--- config.mk ---
export PLATFORM = sky130hd
export DESIGN_NAME = frame_read_streamer_flat
export DESIGN_NICKNAME = d
export VERILOG_FILES = /design/src/rtl/frame_read_streamer_if.sv /design/src/rtl/frame_read_streamer.sv /design/src/flat_wrapper.sv
export SDC_FILE = /design/constraint.sdc
export NUM_CORES = 1
export LEC_CHECK = 0
export CAP_MARGIN = 20
export CORE_ASPECT_RATIO = 1.5
export CORE_MARGIN = 4
export CORE_UTILIZATION = 35
export CTS_CLUSTER_DIAMETER = 120
export DETAILED_ROUTE_END_ITERATION = 8
export HOLD_SLACK_MARGIN = 0.12
export SLEW_MARGIN = 25
export SYNTH_ARGS = -nofsm -noshare
export SYNTH_HDL_FRONTEND = slang
export SYNTH_SLANG_ARGS = --single-unit
--- constraint.sdc ---
create_clock -name clk -period 3.2 [get_ports clk]
set_input_delay 0.48 -clock clk [delete_from_list [all_inputs] [get_ports clk]]
set_output_delay 0.48 -clock clk [all_outputs]
set_load 0.05 [all_outputs]
--- src/rtl/frame_read_streamer_if.sv ---
// Memory-read and pixel-stream bus of the frame read streamer.
// The streamer drives it through the master modport. Memory and consumer use the slave modport.
interface frame_read_streamer_if #(
    parameter int COLS   = 320,
    parameter int ROWS   = 240,
    parameter int DATA_W = 32
);
    localparam int CW = (COLS > 1) ? $clog2(COLS) : 1;
    localparam int BW = (ROWS > 1) ? $clog2(ROWS) : 1;

    logic              mem_rd_en;
    logic [CW-1:0]     mem_col;
    logic [BW-1:0]     mem_bank;
    logic [DATA_W-1:0] mem_rd_data;
    logic [DATA_W-1:0] pix_data;
    logic              pix_valid;
    logic              pix_ready;
    logic              sof;
    logic              eol;
    logic              eof;

    modport master (
        output mem_rd_en, mem_col, mem_bank, pix_data, pix_valid, sof, eol, eof,
        input  mem_rd_data, pix_ready
    );

    modport slave (
        input  mem_rd_en, mem_col, mem_bank, pix_data, pix_valid, sof, eol, eof,
        output mem_rd_data, pix_ready
    );
endinterface

--- src/rtl/frame_read_streamer.sv ---
// Streams one frame from banked frame memory in raster order.
// A two-entry buffer is guarded by read credits, so it never overflows.
module frame_read_streamer #(
    parameter int COLS   = 320,
    parameter int ROWS   = 240,
    parameter int DATA_W = 32
) (
    input  logic                  clk,
    input  logic                  rst,
    input  logic                  start,
    output logic                  busy,
    output logic                  done,
    frame_read_streamer_if.master bus
);
    localparam int CW = (COLS > 1) ? $clog2(COLS) : 1;
    localparam int BW = (ROWS > 1) ? $clog2(ROWS) : 1;
    localparam int EW = DATA_W + 3;
    localparam logic [CW-1:0] COL_LAST  = CW'(COLS - 1);
    localparam logic [BW-1:0] BANK_LAST = BW'(ROWS - 1);

    typedef enum logic [1:0] {IDLE, READ, DRAIN, DONE} state_t;

    state_t          state, state_nxt;
    logic [CW-1:0]   col, last_col;
    logic [BW-1:0]   bank, last_bank;
    logic            vld_p1, sof_p1, eol_p1, eof_p1;
    logic [EW-1:0]   buf0, buf1, ent_in;
    logic [1:0]      count, credit;
    logic            issue, pop, push, at_last;

    always_comb begin
        pop     = (count != 2'd0) && bus.pix_ready;
        push    = vld_p1;
        credit  = count + {1'b0, vld_p1};
        at_last = (col == COL_LAST) && (bank == BANK_LAST);
        issue   = (state == READ) && ((credit - {1'b0, pop}) < 2'd2);
        ent_in  = {bus.mem_rd_data, sof_p1, eol_p1, eof_p1};
    end

    always_comb begin
        state_nxt = state;
        case (state)
            IDLE:    if (start) state_nxt = READ;
            READ:    if (issue && at_last) state_nxt = DRAIN;
            DRAIN:   if (pop && buf0[0]) state_nxt = DONE;
            DONE:    state_nxt = IDLE;
            default: state_nxt = IDLE;
        endcase
    end

    always_ff @(posedge clk or posedge rst) begin
        if (rst) state <= IDLE;
        else     state <= state_nxt;
    end

    // Address stage: the counters hold the next read address, and last_* hold the address most recently issued.
    always_ff @(posedge clk or posedge rst) begin
        if (rst) begin
            col       <= '0;
            bank      <= '0;
            last_col  <= '0;
            last_bank <= '0;
        end else if (state == IDLE && start) begin
            col  <= '0;
            bank <= '0;
        end else if (issue) begin
            last_col  <= col;
            last_bank <= bank;
            if (col == COL_LAST) begin
                col  <= '0;
                bank <= (bank == BANK_LAST) ? '0 : bank + 1'b1;
            end else begin
                col <= col + 1'b1;
            end
        end
    end

    // Return stage: the read is in flight and its flags wait for the data.
    always_ff @(posedge clk or posedge rst) begin
        if (rst) begin
            vld_p1 <= 1'b0;
            sof_p1 <= 1'b0;
            eol_p1 <= 1'b0;
            eof_p1 <= 1'b0;
        end else begin
            vld_p1 <= issue;
            sof_p1 <= issue && (col == '0) && (bank == '0);
            eol_p1 <= issue && (col == COL_LAST);
            eof_p1 <= issue && at_last;
        end
    end

    // Buffer stage: buf0 is the head. Credits guarantee no push arrives while two entries are held.
    always_ff @(posedge clk or posedge rst) begin
        if (rst) begin
            buf0  <= '0;
            buf1  <= '0;
            count <= 2'd0;
        end else begin
            case ({push, pop})
                2'b10: begin
                    if (count == 2'd0) buf0 <= ent_in;
                    else               buf1 <= ent_in;
                    count <= count + 2'd1;
                end
                2'b01: begin
                    buf0  <= buf1;
                    count <= count - 2'd1;
                end
                2'b11: begin
                    if (count == 2'd1) begin
                        buf0 <= ent_in;
                    end else begin
                        buf0 <= buf1;
                        buf1 <= ent_in;
                    end
                end
                default: ;
            endcase
        end
    end

    always_comb begin
        bus.mem_rd_en = issue;
        bus.mem_col   = issue ? col  : last_col;
        bus.mem_bank  = issue ? bank : last_bank;
        bus.pix_valid = (count != 2'd0);
        bus.pix_data  = buf0[EW-1:3];
        bus.sof       = bus.pix_valid && buf0[2];
        bus.eol       = bus.pix_valid && buf0[1];
        bus.eof       = bus.pix_valid && buf0[0];
        busy          = (state == READ) || (state == DRAIN);
        done          = (state == DONE);
    end
endmodule

--- src/flat_wrapper.sv ---
// flat-port wrapper written by rule: the top's interface ports become plain ports
module frame_read_streamer_flat 
#(
    parameter int COLS   = 320,
    parameter int ROWS   = 240,
    parameter int DATA_W = 32
)
  (clk, rst, start, busy, done, bus_mem_rd_en, bus_mem_col, bus_mem_bank, bus_pix_data, bus_pix_valid, bus_sof, bus_eol, bus_eof, bus_mem_rd_data, bus_pix_ready);
  frame_read_streamer_if #(.COLS(COLS), .ROWS(ROWS), .DATA_W(DATA_W)) bus_i ();
  input  logic clk;
  input  logic rst;
  input  logic start;
  output logic busy;
  output logic done;
  output wire logic [$bits(bus_i.mem_rd_en)-1:0] bus_mem_rd_en;
  output wire logic [$bits(bus_i.mem_col)-1:0] bus_mem_col;
  output wire logic [$bits(bus_i.mem_bank)-1:0] bus_mem_bank;
  output wire logic [$bits(bus_i.pix_data)-1:0] bus_pix_data;
  output wire logic [$bits(bus_i.pix_valid)-1:0] bus_pix_valid;
  output wire logic [$bits(bus_i.sof)-1:0] bus_sof;
  output wire logic [$bits(bus_i.eol)-1:0] bus_eol;
  output wire logic [$bits(bus_i.eof)-1:0] bus_eof;
  input wire logic [$bits(bus_i.mem_rd_data)-1:0] bus_mem_rd_data;
  input wire logic [$bits(bus_i.pix_ready)-1:0] bus_pix_ready;
  assign bus_mem_rd_en = bus_i.mem_rd_en;
  assign bus_mem_col = bus_i.mem_col;
  assign bus_mem_bank = bus_i.mem_bank;
  assign bus_pix_data = bus_i.pix_data;
  assign bus_pix_valid = bus_i.pix_valid;
  assign bus_sof = bus_i.sof;
  assign bus_eol = bus_i.eol;
  assign bus_eof = bus_i.eof;
  assign bus_i.mem_rd_data = bus_mem_rd_data;
  assign bus_i.pix_ready = bus_pix_ready;
  frame_read_streamer #(.COLS(COLS), .ROWS(ROWS), .DATA_W(DATA_W)) u_core (.clk(clk), .rst(rst), .start(start), .busy(busy), .done(done), .bus(bus_i));
endmodule
==> impl_metrics.toml <==
[power_and_ir_drop]
p_leak_nw = 3.004
switching_share = 0.4514
ir_drop_mv = 0.8650
power.share.clock = 0.140
power_density_mw_per_mm2 = 1150
seq_power_share = 0.288
p_total_w = 0.008061
power.internal_w = 0.004423
p_switching_w = 0.003638
combPwrFrac = 0.572

[cells_and_area]
areaGrowthSynthToFinish_pct = 26.73
drive_gt1_frac = 0.1980
final_common_cell = "dfrtp_1"
postLayoutCoreUtil = 0.4505
final_cell_mix = "dfrtp_1, nand2_1, clkdlybuf4s50_1, o21ai_0, mux2_2"
insertedDiodeCount = 0
nNetsFinal = 636
fin_cells = 794

[synth]
synth_edf_count = 0
synth.area.mux_share = 0.1161
synth_top_family_by_area = "compound AO/OA/AOI/OAI gates"
synth-compound-area-share = 0.1371
yosys_warnings = 0
synth-seq-cells = 112
synthAdderAreaFrac = 0.03168
synth_area_per_cell_um2 = 10.45
yosys.area_share.simple = 0.1251
ys_async_sr_fraction = 1.000
netlist_instances = 529
synth_flop_cell = "dfrtp_1"
syn_area_mm2 = 0.005529
synth_nets = 579
yosysUniqueCellTypes = 46
ys_seq_area_frac = 0.5069
synth_xor_area_frac = 0.006336

[global_routing]
grt_pass1_vias = 4209
antenna_found_initial = 0
grt_max_degree = 93
overflow = 0
track_usage = 0.1409
grt_pass1_wl_mm = 21.05

[sta]
finalSetupTns_ns = 0
final_hold_viol_count = 0
setup_viol = 0
drv_slew = 0
fin_crit_sh = 0.9507
tightest_slew_ns = 0.7068
rsz0062_at_grt = "true"
fin_skew_ns = 0.009064
clock.fmax_mhz = 328.7
maxSlewHeadroom = 0.5288
finalCriticalPeriod_ns = 3.042
timing.hold.ws_ns = 0.4725

[clocking]
cts.htree.levels = 3
cts_buffers = 9
cts.path.max_buffers = 2
cts_tree = "yes"
clk_pin_slew_worst_paths_ns = 0.08
cts_root_buf = "clkbuf_16"
cts_hold_buffers = 0
clk_latency_ns = 0.35
cts_num_sinks = 112

[worst_setup_path]
cp_slowest_cell = "dfrtp_1"
reg2reg_setup_slack_ns = 0.45
worstPathCellList = "inv_1 -> ha_1 -> nor2b_4 -> inv_2 -> mux2i_4 -> mux2_4 -> o21ai_0 -> buf_12"
slowest_delay_ns = 0.43
critPathRequiredTime_ns = 2.72
critical_path.max_fanout = 8
start_kind = "flop"
path_class = "reg -> out"
cp-end-kind = "output pin"
cp_data_arrival_time_ns = 2.56

[drt]
initialDrtViolationCount = 123
wl_mm = 12.57
vias = 4042
dr.pass1.iters = 4
remaining_drc_errors = 0
viasPerCell = 5.091
ant_nets = 0
wl_per_cell_um = 15.84

[flow_run]
maxCapViolCount = 0

[place]
dpl.hpwl_mm = 8.457
dp_cells = 775
numPortBuffers = 91
gp_congestion = 0.8446

[min_path]
hold_path_class = "reg -> reg"

[die]
start_util = 0.3555
die_h_um = 161.9
pin_count = 92
row_count = 56
fp.coreArea_mm2 = 0.01555
die_area_mm2 = 0.01791
die_w_um = 110.6

[outcome]
status = "finished, final reports clean"
==> cell usage after synthesis (5+ instances only) <==
master    count  area [um2]
clkbuf_1     23       86.33
dfrtp_1     112        2803
and3_1        6       37.54
inv_1        14       52.55
mux2_4        6       90.09
ha_1         14       175.2
o31ai_1       6       45.04
a22oi_1      35       262.8
nand4_1       5       31.28
nor2b_1       7       43.79
mux2_2       44       495.5
o21ai_0      60       300.3
nor2_1       13       48.80
nand2_1      88       330.3
buf_4        32       240.2
a21oi_1      14       70.07
==> critical path: cells and delay by family, from the launching register on <==
kind / cells / cell delay, ns
compound gates: 1 / 0.34
fa+ha+maj: 1 / 0.24
buf+inv: 3 / 0.34
flops: 1 / 0.43
mux: 2 / 0.68
simple gates: 1 / 0.19
==> cell families after synthesis <==
| group | after synthesis |
|---|---|
| AND/OR/NAND/NOR | 143 |
| flip-flops | 112 |
| adder cells (fa/ha/maj) | 14 |
| multiplexers | 54 |
| XOR/XNOR | 4 |
| buffers and inverters | 77 |
| AO/OA/AOI/OAI | 125 |
==> power by group through the flow <==
stage | clock network (W) | logic (W) | registers (W)
after floorplan | 0 | 0.00336 | 0.00222
after detailed placement | 0 | 0.00456 | 0.00235
final | 0.00113 | 0.00461 | 0.00232
after global placement | 0 | 0.00449 | 0.00232
after CTS | 0.00117 | 0.00457 | 0.00233
after global routing | 0.00122 | 0.00496 | 0.00240
==> final cells by class <==
class	instances	area, um2
fillers	1514	8548
flip-flops and latches	112	2803
multi-input cells	342	2365
repair buffers	105	1221
well taps	203	254.0
clock buffers	10	239.0
inverters	16	68.82
clock inverters	6	56.30
==> per-layer routing <==
| layer | global-route usage | part of all wire |
|---|---|---|
| met3 | 0.02460 | 0.044 |
| met4 | 0.05546 | 0.020 |
| met2 | 0.2456 | 0.51 |
| met1 | 0.1733 | 0.43 |
| met5 | 0 | 0 |
==> registers in the layout, indices dropped and copies added (netlist names), 2 cells and up <==
signal            count
u_core.buf0          35
u_core.buf1          35
u_core.last_bank      8
u_core.bank           8
u_core.col            9
u_core.last_col       9
u_core.state          2
u_core.count          2
==> timing repair <==
action                     in CTS  in global routing
resized for setup               0                  3
setup endpoints to repair       0                 17
buffers inserted                0                  1
==> worst paths after layout <==
check	from	end	cells after the start
worst min register to register	u_core.buf0[2]	u_core.buf0[2]	2
worst max-delay path	u_core.count[0]	bus_mem_col[1]	8
worst min-delay path	u_core.buf0[2]	u_core.buf0[2]	2
min in group asynchronous	rst	u_core.buf0[31]	2
max in group asynchronous	rst	u_core.buf0[7]	3
worst max register to register	u_core.count[0]	u_core.state[1]	10
==> stage by stage <==
stage	worst slack [ns]	area [um2]
global route	-0.01196	7007
finish	0.1578	7007
global placement	0.1647	6674
detailed placement	0.1471	6674
floorplan	-0.1120	5533
CTS	0.03872	6969
Power figures use the tool's default switching activity.
